==> src/rtl/clip_sequencer_if.sv <==
// rtl/clip_sequencer_if.sv - request, sample-memory and playback status bundle for clip_sequencer
interface clip_sequencer_if #(
  parameter int ADDR_W = 20
);
  logic [3:0]          req;
  logic                stop;
  logic [4*ADDR_W-1:0] clip_start;
  logic [4*ADDR_W-1:0] clip_len;
  logic [7:0]          mem_rdata;
  logic                mem_rd;
  logic [ADDR_W-1:0]   mem_addr;
  logic [7:0]          sample;
  logic                sample_vld;
  logic                busy;
  logic [1:0]          clip_id;
  logic [3:0]          pending;
  logic                done;

  modport master (
    input  req, stop, clip_start, clip_len, mem_rdata,
    output mem_rd, mem_addr, sample, sample_vld, busy, clip_id, pending, done
  );

  modport slave (
    output req, stop, clip_start, clip_len, mem_rdata,
    input  mem_rd, mem_addr, sample, sample_vld, busy, clip_id, pending, done
  );
endinterface

==> src/rtl/clip_sequencer.sv <==
// rtl/clip_sequencer.sv - priority-queued clip playback sequencer for the wav sample memory
module clip_sequencer #(
  parameter int ADDR_W     = 20,
  parameter int SAMPLE_DIV = 1536
) (
  input  logic            clk,
  input  logic            rst,
  clip_sequencer_if.master bus
);
  typedef enum logic {IDLE, PLAY} state_t;

  localparam int                 CNT_W    = $clog2(SAMPLE_DIV);
  localparam logic [CNT_W-1:0]   CNT_LAST = CNT_W'(SAMPLE_DIV - 1);

  state_t              state;
  logic [CNT_W-1:0]    cnt;
  logic [ADDR_W-1:0]   idx;
  logic [ADDR_W-1:0]   start_r;
  logic [ADDR_W-1:0]   len_r;

  logic                mem_rd_q;
  logic [ADDR_W-1:0]   mem_addr_q;
  logic [7:0]          sample_q;
  logic                sample_vld_q;
  logic                busy_q;
  logic [1:0]          clip_id_q;
  logic [3:0]          pending_q;
  logic                done_q;

  logic [3:0]          cand;
  logic [1:0]          grant_id;
  logic                grant_any;
  logic [ADDR_W-1:0]   grant_start;
  logic [ADDR_W-1:0]   grant_len;
  logic [ADDR_W-1:0]   idx_nxt;
  logic [3:0]          req_queue;

  assign bus.mem_rd     = mem_rd_q;
  assign bus.mem_addr   = mem_addr_q;
  assign bus.sample     = sample_q;
  assign bus.sample_vld = sample_vld_q;
  assign bus.busy       = busy_q;
  assign bus.clip_id    = clip_id_q;
  assign bus.pending    = pending_q;
  assign bus.done       = done_q;

  // Fixed-priority pick among fresh and queued requests; index 0 wins.
  always_comb begin
    cand     = bus.req | pending_q;
    grant_id = 2'd0;
    for (int i = 3; i >= 0; i--) begin
      if (cand[i]) grant_id = 2'(i);
    end
    grant_any   = |cand;
    grant_start = bus.clip_start[grant_id*ADDR_W +: ADDR_W];
    grant_len   = bus.clip_len[grant_id*ADDR_W +: ADDR_W];
    idx_nxt     = idx + 1'b1;
    // A request for the clip already playing is dropped rather than queued.
    req_queue   = bus.req & ~(4'b0001 << clip_id_q);
  end

  // Playback FSM; every output is registered so it reflects the cnt/idx of the cycle it appears in.
  always_ff @(posedge clk or posedge rst) begin
    if (rst) begin
      state        <= IDLE;
      cnt          <= '0;
      idx          <= '0;
      start_r      <= '0;
      len_r        <= '0;
      mem_rd_q     <= 1'b0;
      mem_addr_q   <= '0;
      sample_q     <= 8'h80;
      sample_vld_q <= 1'b0;
      busy_q       <= 1'b0;
      clip_id_q    <= 2'd0;
      pending_q    <= 4'd0;
      done_q       <= 1'b0;
    end else begin
      mem_rd_q     <= 1'b0;
      sample_vld_q <= 1'b0;
      done_q       <= 1'b0;
      if (bus.stop) begin
        state     <= IDLE;
        busy_q    <= 1'b0;
        sample_q  <= 8'h80;
        pending_q <= 4'd0;
      end else begin
        case (state)
          IDLE: begin
            if (grant_any) begin
              pending_q  <= cand & ~(4'b0001 << grant_id);
              clip_id_q  <= grant_id;
              idx        <= '0;
              cnt        <= '0;
              start_r    <= grant_start;
              len_r      <= grant_len;
              busy_q     <= 1'b1;
              state      <= PLAY;
              // First read goes out with the grant so it lands in the cnt==0 cycle.
              mem_rd_q   <= (grant_len != '0);
              mem_addr_q <= grant_start;
            end
          end
          PLAY: begin
            pending_q <= pending_q | req_queue;
            if (cnt == CNT_LAST) begin
              cnt        <= '0;
              idx        <= idx_nxt;
              mem_rd_q   <= (idx_nxt < len_r);
              mem_addr_q <= start_r + idx_nxt;
            end else begin
              cnt <= cnt + 1'b1;
            end
            // Read data is valid in the cnt==1 cycle; it shows on sample in the cnt==2 cycle.
            if (cnt == CNT_W'(1)) begin
              if (idx < len_r) begin
                sample_q     <= bus.mem_rdata;
                sample_vld_q <= 1'b1;
              end else begin
                state    <= IDLE;
                busy_q   <= 1'b0;
                done_q   <= 1'b1;
                sample_q <= 8'h80;
              end
            end
          end
          default: state <= IDLE;
        endcase
      end
    end
  end
endmodule

==> src/flat_wrapper.sv <==
// flat-port wrapper written by rule: the top's interface ports become plain ports
module clip_sequencer_flat 
#(
  parameter int ADDR_W     = 20,
  parameter int SAMPLE_DIV = 1536
)
  (clk, rst, bus_req, bus_stop, bus_clip_start, bus_clip_len, bus_mem_rdata, bus_mem_rd, bus_mem_addr, bus_sample, bus_sample_vld, bus_busy, bus_clip_id, bus_pending, bus_done);
  clip_sequencer_if #(.ADDR_W(ADDR_W)) bus_i ();
  input  logic clk;
  input  logic rst;
  input wire logic [$bits(bus_i.req)-1:0] bus_req;
  input wire logic [$bits(bus_i.stop)-1:0] bus_stop;
  input wire logic [$bits(bus_i.clip_start)-1:0] bus_clip_start;
  input wire logic [$bits(bus_i.clip_len)-1:0] bus_clip_len;
  input wire logic [$bits(bus_i.mem_rdata)-1:0] bus_mem_rdata;
  output wire logic [$bits(bus_i.mem_rd)-1:0] bus_mem_rd;
  output wire logic [$bits(bus_i.mem_addr)-1:0] bus_mem_addr;
  output wire logic [$bits(bus_i.sample)-1:0] bus_sample;
  output wire logic [$bits(bus_i.sample_vld)-1:0] bus_sample_vld;
  output wire logic [$bits(bus_i.busy)-1:0] bus_busy;
  output wire logic [$bits(bus_i.clip_id)-1:0] bus_clip_id;
  output wire logic [$bits(bus_i.pending)-1:0] bus_pending;
  output wire logic [$bits(bus_i.done)-1:0] bus_done;
  assign bus_i.req = bus_req;
  assign bus_i.stop = bus_stop;
  assign bus_i.clip_start = bus_clip_start;
  assign bus_i.clip_len = bus_clip_len;
  assign bus_i.mem_rdata = bus_mem_rdata;
  assign bus_mem_rd = bus_i.mem_rd;
  assign bus_mem_addr = bus_i.mem_addr;
  assign bus_sample = bus_i.sample;
  assign bus_sample_vld = bus_i.sample_vld;
  assign bus_busy = bus_i.busy;
  assign bus_clip_id = bus_i.clip_id;
  assign bus_pending = bus_i.pending;
  assign bus_done = bus_i.done;
  clip_sequencer #(.ADDR_W(ADDR_W), .SAMPLE_DIV(SAMPLE_DIV)) u_core (.clk(clk), .rst(rst), .bus(bus_i));
endmodule
==> config.mk <==
export PLATFORM = sky130hd
export DESIGN_NAME = clip_sequencer_flat
export DESIGN_NICKNAME = d
export VERILOG_FILES = /design/src/rtl/clip_sequencer_if.sv /design/src/rtl/clip_sequencer.sv /design/src/flat_wrapper.sv
export SDC_FILE = /design/constraint.sdc
export NUM_CORES = 1
export LEC_CHECK = 0
export ABC_CLOCK_PERIOD_IN_PS = 4800
export BUFFER_PORTS_ARGS = -buffer_cell sky130_fd_sc_hd__buf_4
export CORE_ASPECT_RATIO = 1.4
export CORE_MARGIN = 2
export CORE_UTILIZATION = 25
export DETAILED_ROUTE_END_ITERATION = 8
export PLACE_DENSITY_LB_ADDON = 0.05
export SETUP_SLACK_MARGIN = 0.15
export SLEW_MARGIN = 20
export SYNTH_ARGS = -nofsm -noshare
export SYNTH_HDL_FRONTEND = slang
export SYNTH_SLANG_ARGS = --single-unit
==> constraint.sdc <==
create_clock -name clk -period 4.8 [get_ports clk]
set_input_delay 0.48 -clock clk [delete_from_list [all_inputs] [get_ports clk]]
set_output_delay 0.48 -clock clk [all_outputs]
set_load 0.05 [all_outputs]
==> flow_metrics.py, run 1 <==
metrics = {
    "critical_path": {
        "worstPathRequired_ns": 5.06,
        "start_kind": "flip-flop",
        "worstSetupPathType": "reg -> reg",
        "timing.critical_path.fanout_max": 8,
        "worstPathArrival_ns": 3.94,
        "timing.critical_path.to_type": "flip-flop",
    },
    "sta": {
        "setup_violations": 0,
        "timing.clock.skew_ns": 0.0110,
        "maxClockFrequency_mhz": 271,
        "final_count_of_hold_timing_violations": 0,
        "fin_crit_sh_pct": 76.8,
        "worst_slew_margin_rel_pct": 48.1,
        "fin_hold_ws_ns": 0.176,
        "worst-slew-pin-transition_ns": 0.777,
        "setup_tns_ns": 0,
        "rsz0062_at_grt": "no",
        "finalMaxSlewViolations": 0,
        "timing.final.crit_period_ns": 3.68,
    },
    "floorplan": {
        "core_area_sq_um": 30100,
        "initial_utilization_pct": 25.5,
        "chipWidth_um": 152,
        "floorplan.die_area_sq_um": 32100,
        "dieHeight_um": 211,
        "num_io_pins": 213,
        "row_count": 75,
    },
    "routing": {
        "postRouteWirelength_um": 25000,
        "remaining_drc_errors": 0,
        "routed_via_density": 4.90,
        "total_iterations_of_the_first_detailed_routing_run": 5,
        "wl_per_cell_um": 17.8,
        "drtAntennaViolNets": 0,
        "drt_iter0_drc": 257,
        "detailroute.via_count": 6889,
    },
    "power_and_ir_drop": {
        "cellLeakagePower_nw": 4.80,
        "power.share.clock_pct": 23.5,
        "switching_share_pct": 39.2,
        "p_sw_w": 0.00134,
        "internal_power_w": 0.00208,
        "p_seq_share_pct": 35.8,
        "combinationalPowerShare_pct": 40.7,
        "power-per-cell-area_nw_per_um2": 341,
        "vdd.ir_drop.worst_mv": 0.167,
    },
    "synth": {
        "synth.largest_area_cell": "dfrtp_1",
        "post_synth_inst_count": 811,
        "synth_edf_count": 0,
        "synthesis.nets": 1047,
        "synthArstFlopShare_pct": 100,
        "yosys-top-cells-area": "dfrtp_1, mux4_2, ha_1",
        "ys.warnings.count": 0,
        "synth_cell_type_count": 59,
        "yosys_register_bits": 110,
        "synth.cell_area_sq_um": 7670,
        "synth_seq_area_share_pct": 35.9,
        "syn_area_per_cell_sq_um": 9.45,
        "yosys_most_used_dff": "dfrtp_1",
        "post-synth-top-area-fraction_pct": 35.6,
    },
    "layout": {
        "area_growth_syn_to_layout_pct": 30.8,
        "final_common_cell": "buf_4",
        "post_route_cells_drive_above_1_share_pct": 28.5,
        "fillerInstances": 3159,
        "antenna_cells": 0,
        "most-common-layout-cells": "buf_4, nand2_1, dfrtp_1, o21ai_0, nor2_1",
        "register_area_sq_um": 2750,
        "multiInputGateArea_sq_um": 4660,
        "num-nets-final": 1252,
    },
    "cts": {
        "worst_skew_late_latency_ns": 0.37,
        "cts.repair.resized": 0,
        "clockRootBuffer": "clkbuf_16",
        "clock_tree.buffer_depth": 2,
        "cts.repair_timing.setup_buffer_count": 0,
        "htreeDepth": 3,
        "tritoncts": "built",
        "clock_sink_count": 110,
        "path_clk_slew_ns": 0.08,
        "cts-hold-fix-buffers": 0,
        "number_of_buffers_added_by_the_clock_tree_synthesis_step": 9,
    },
    "global_route": {
        "vias_in_the_first_global_route": 7180,
        "grt_max_degree": 61,
        "globalRouteTotalUtil_pct": 15.8,
        "grt_first_pass_wirelength_um": 39900,
        "global_route_congestion_overflow_total": 0,
        "grt_antenna_before_repair": 0,
    },
    "run_status": {
        "run_status": "complete, no violations",
    },
    "hold_path": {
        "hold_path.class": "in -> async",
    },
    "placed_design": {
        "place_congestion": 0.799,
        "numPortBuffers": 212,
        "hpwl_um": 19100,
    },
    "run": {
        "cap_violations": 0,
    },
}
## worst max-delay path, stage by stage (launching register included)
cell and delay [ns]:
dfrtp_1 0.47, ha_1 0.30, nand2_1 0.10, nor3_1 0.20
buf_4 0.18, nand3_1 0.15, xnor2_1 0.21, ha_1 0.36
inv_1 0.08, o21ai_0 0.24, a2111oi_0 0.15, a311oi_1 0.57
a311oi_1 0.22, xnor2_1 0.17, a21o_1 0.18
## flip-flops by register name, summed over array words and instances (netlist names), 2 cells and up
name,flops
u_core.bus.mem_addr,20
u_core.idx,20
u_core.len_r,20
u_core.start_r,20
u_core.cnt,11
u_core.bus.sample,8
u_core.bus.pending,4
u_core.bus.clip_id,2
## layer usage
metal / global-route usage (%) / routed length [um]
met1: 20.3 / 11500
met2: 26.4 / 11600
met3: 3.26 / 1310
met4: 5.58 / 601
met5: 0 / 0
## path summary, 6_finish.rpt
| check | start | endpoint | slack (ns) | cells after the start |
|---|---|---|---|---|
| setup / recovery | u_core.idx[0] | u_core.bus.mem_addr[18] | 1.12 | 14 |
| hold / removal | rst | u_core.idx[0] | 0.18 | 2 |
| setup reg to reg | u_core.idx[0] | u_core.bus.mem_addr[18] | 1.12 | 14 |
| hold reg to reg | u_core.bus.sample[7] | u_core.bus.sample[7] | 0.47 | 2 |
| max in group asynchronous | rst | u_core.bus.sample[7] | 3.65 | 3 |
| min in group clk | bus_mem_rdata[1] | u_core.bus.sample[1] | 0.32 | 2 |
## stage by stage
stage	instance area (sq um)	instances	worst slack [ns]	total power, W	utilization [%]
finish	10000	1406	1.12	0.00342	33.3
global route	10000	1406	0.652	0.00365	33.3
CTS	10000	1406	1.03	0.00349	33.3
detailed placement	9720	1390	1.08	0.00266	32.3
global placement	9720	1390	1.22	0.00266	32.3
floorplan	7670	811	1.42	0.00215	-
## power groups by stage
stage	clock (W)	combinational [W]	sequential, W
finish	0.000805	0.00139	0.00123
global route	0.000866	0.00154	0.00125
CTS	0.000841	0.00142	0.00123
detailed placement	0	0.00142	0.00125
global placement	0	0.00142	0.00125
floorplan	0	0.000649	0.00150
## cells by family after synthesis
| logic type | Yosys count | synth area share, % |
|---|---|---|
| DFF | 110 | 35.9 |
| and+or+nand+nor | 295 | 17.5 |
| adders and majority gates | 61 | 10.1 |
| AOI/OAI and AO/OA | 192 | 15.6 |
| xor gates and xnor gates | 39 | 4.45 |
| muxes | 51 | 12.9 |
| buffers and inverters | 63 | 3.54 |
## cell type report
type | instances | share of cell area (%)
tap | 385 | 4.80
timing repair buffer | 226 | 17.0
clock inverter | 4 | 0.449
clock buffer | 12 | 2.56
multi-input combinational | 638 | 46.5
sequential | 110 | 27.5
inverter | 31 | 1.19
## synth_stat cells (4+ instances only)
library cell / n
inv_1: 31
nand2_1: 134
nand4_1: 10
xor2_1: 21
a22o_1: 9
nor2b_1: 4
ha_1: 60
nor3_1: 12
o31ai_1: 6
o21ai_0: 71
buf_2: 4
nand3b_1: 5
clkbuf_1: 20
nor4_1: 10
mux2i_1: 10
a211oi_1: 8
xnor2_1: 18
a311oi_1: 4
a31oi_1: 7
nor2_1: 64
and3_1: 9
nand2b_1: 4
dfrtp_1: 109
or3_1: 5
nand3_1: 25
a21oi_1: 41
mux4_2: 38
a2111oi_0: 5
a21o_1: 20
(Power assumes the default switching activity.)
==> run 2: changes to the inputs <==
ABC_AREA = 1   (was default)
ABC_CLOCK_PERIOD_IN_PS = 3400   (was 4800)
clock period = 3.4 ns   (was 4.8 ns; I/O delays follow)
==> run 2 against run 1 <==
Net effect: area after synthesis grew 8.3%; sequential cell count is the same; via count grew 24%; critical path type unchanged; register-to-register slack lost 0.69 ns; sequential power grew 46%; final cell count grew 33%; setup slack lost 0.69 ns; fmax grew 24%; clock skew is essentially flat; critical path depth grew 5; utilization shrank 0.38 points.
==> flow_metrics.py, run 2 <==
metrics = {
    "floorplan": {
        "num_io_pins": 213,
        "row_count": 79,
        "floorplan.die_area_sq_um": 34700,
        "core_area_sq_um": 33000,
        "chipWidth_um": 158,
        "initial_utilization_pct": 25.2,
        "dieHeight_um": 220,
    },
    "sta": {
        "maxClockFrequency_mhz": 336,
        "timing.clock.skew_ns": 0.0112,
        "rsz0062_at_grt": "yes",
        "setup_violations": 0,
        "setup_tns_ns": 0,
        "worst-slew-pin-transition_ns": 0.854,
        "fin_crit_sh_pct": 87.5,
        "timing.final.crit_period_ns": 2.98,
        "final_count_of_hold_timing_violations": 0,
        "finalMaxSlewViolations": 0,
        "worst_slew_margin_rel_pct": 42.5,
    },
    "critical_path": {
        "worstPathArrival_ns": 3.25,
        "timing.critical_path.to_type": "flip-flop",
        "worstSetupPathType": "reg -> reg",
        "critical-path-max-stage-delay_ns": 0.41,
        "reg2regPathDepth": 19,
        "timing.critical_path.cells": "ha_1, nand2_1, nor2_4, nand3_4, nor3_2, or2_2, nand2_1, inv_1, ha_1, nand2_1, inv_1, a21boi_0, nand2_1, nand2_1, nand4_1, a21oi_1, o21ai_0, nand2_1, nand2_1",
        "cpMaxStageDelayCell": "dfrtp_1",
        "timing.critical_path.fanout_max": 4,
        "start_kind": "flip-flop",
        "worstPathRequired_ns": 3.67,
        "cell_with_the_most_instances_on_the_worst_path": "nand2_1",
        "rrSetupSlack_ns": 0.42,
    },
    "cts": {
        "tritoncts": "built",
        "worst_skew_late_latency_ns": 0.38,
        "clockRootBuffer": "clkbuf_16",
        "clock_sink_count": 110,
        "clock_tree.buffer_depth": 2,
        "number_of_buffers_added_by_the_clock_tree_synthesis_step": 9,
        "path_clk_slew_ns": 0.08,
        "htreeDepth": 3,
    },
    "routing": {
        "postRouteWirelength_um": 32200,
        "drtAntennaViolNets": 0,
        "wl_per_cell_um": 17.3,
        "wirelength_met1_um": 14200,
        "remaining_drc_errors": 0,
        "routed_via_density": 4.60,
        "detailroute.via_count": 8564,
        "total_iterations_of_the_first_detailed_routing_run": 5,
        "met2_wire_length_um": 15800,
        "highest_layer": "met4",
        "drt_iter0_drc": 546,
        "detailroute.wirelength.met3_um": 1380,
    },
    "synth": {
        "synthMostInstantiatedCell": "nand2_1",
        "post-synth-top-area-fraction_pct": 32.8,
        "synth.cells.most_frequent": "nand2_1, nor2_1, inv_1, dfrtp_1, o21ai_0",
        "synth_edf_count": 0,
        "post_synth_inst_count": 1211,
        "synth_cell_type_count": 47,
        "synth_seq_area_share_pct": 33.2,
        "synthesis.nets": 1447,
        "synth.largest_area_cell": "dfrtp_1",
        "yosys_most_used_dff": "dfrtp_1",
        "synthArstFlopShare_pct": 100,
        "syn_area_per_cell_sq_um": 6.86,
        "yosys-top-cells-area": "dfrtp_1, nand2_1, ha_1",
        "ys.warnings.count": 0,
        "yosys_register_bits": 110,
        "synth.cell_area_sq_um": 8300,
    },
    "layout": {
        "antenna_cells": 0,
        "area_growth_syn_to_layout_pct": 30.8,
        "final_common_cell": "nand2_1",
        "post_layout_nonfiller_instances": 1863,
        "post_route_cells_drive_above_1_share_pct": 20.7,
        "most-common-layout-cells": "nand2_1, buf_4, nor2_1, inv_1, dfrtp_1",
        "num-nets-final": 1650,
    },
    "power_and_ir_drop": {
        "power.share.clock_pct": 21.9,
        "vdd.ir_drop.worst_mv": 0.303,
        "cellLeakagePower_nw": 5.60,
        "internal_power_w": 0.00303,
        "p_seq_share_pct": 33.4,
        "power-per-cell-area_nw_per_um2": 492,
        "report.power.total_w": 0.00535,
        "combinationalPowerShare_pct": 44.7,
        "p_sw_w": 0.00232,
        "switching_share_pct": 43.4,
    },
    "run": {
        "cap_violations": 0,
    },
    "placed_design": {
        "hpwl_um": 25800,
        "numPortBuffers": 212,
        "placedCellCount": 1846,
        "place_congestion": 0.862,
    },
    "global_route": {
        "globalRouteTotalUtil_pct": 19.1,
        "vias_in_the_first_global_route": 8662,
        "global_route_congestion_overflow_total": 0,
        "grt_first_pass_wirelength_um": 49800,
        "grt_max_degree": 48,
        "grt_antenna_before_repair": 0,
    },
    "run_status": {
        "run_status": "complete, no violations",
    },
    "hold_path": {
        "hold_path.class": "in -> async",
    },
}
-- run 2: changes by cell type after synthesis, moves of 26 or more --
cell | before | now
mux4_2 | 38 | 0
nand3_1 | 25 | 75
o21ai_0 | 71 | 97
inv_1 | 31 | 132
nor2_1 | 64 | 144
nand2_1 | 134 | 329
-- run 2: final timing paths --
check / from / end
max reg2reg: u_core.idx[0] / u_core.bus.mem_addr[18]
min reg2reg: u_core.bus.sample[3] / u_core.bus.sample[3]
max in group asynchronous: rst / u_core.start_r[11]
min: rst / u_core.bus.sample[4]
min in group clk: bus_mem_rdata[2] / u_core.bus.sample[2]
max: u_core.idx[0] / u_core.bus.mem_addr[18]
-- run 2: power groups by stage --
stage	registers (W)	logic (W)	clock network [W]
after floorplan	0.00216	0.00114	0
after global placement	0.00181	0.00240	0
after detailed placement	0.00181	0.00239	0
after CTS	0.00178	0.00240	0.00123
after global routing	0.00182	0.00269	0.00126
final	0.00179	0.00239	0.00117
-- run 2: timing repair --
item	in CTS	in global routing
cloned	0	0
buffers inserted	0	2
setup endpoints to repair	1	12
hold buffers	0	0
endpoints found under the hold margin	0	0
gates resized for setup	1	25
pin swaps	0	2
-- run 2: critical path, delay by kind of cell (launching register included) --
kind | cells | cell delay [ns]
buffers and inverters | 2 | 0.14
flip-flops | 1 | 0.41
adder cells (fa/ha/maj) | 2 | 0.58
AND/OR/NAND/NOR | 12 | 1.24
AO/OA/AOI/OAI | 3 | 0.51
-- run 2: logic make-up after synthesis --
logic type               synth area share, %
flip-flops                              33.2
AND/OR/NAND/NOR                         31.3
XOR/XNOR                                2.21
buffers and inverters                   8.90
AO/OA/AOI/OAI                           15.2
adder cells (fa/ha/maj)                 9.28
-- run 2: metrics by stage --
step,instance area (sq um),worst slack (ns),hold WS (ns),utilization (%)
after floorplan,8300,0.159,0.412,-
after global placement,10400,0.325,0.463,31.5
after detailed placement,10400,0.177,0.467,31.5
after CTS,10700,0.170,0.0924,32.5
after global routing,10900,0.118,0.116,32.9
final,10900,0.424,0.0659,32.9
-- run 2: area by class of cell --
cell class / count / area, sq um
clock buffer: 13 / 280
clock inverter: 2 / 38.8
fill: 3721 / 22200
inverter: 139 / 524
multi-input combinational: 920 / 4940
sequential: 110 / 2760
tap: 445 / 557
timing repair buffer: 234 / 1770
-- run 2: per-layer routing --
metal  vias to the layer above  global-route usage, %
met1                      3950                   24.2
li1                       4376                      -
met4                         0                   6.52
met5                         -                      0
met2                       203                   32.6
met3                        35                   3.15
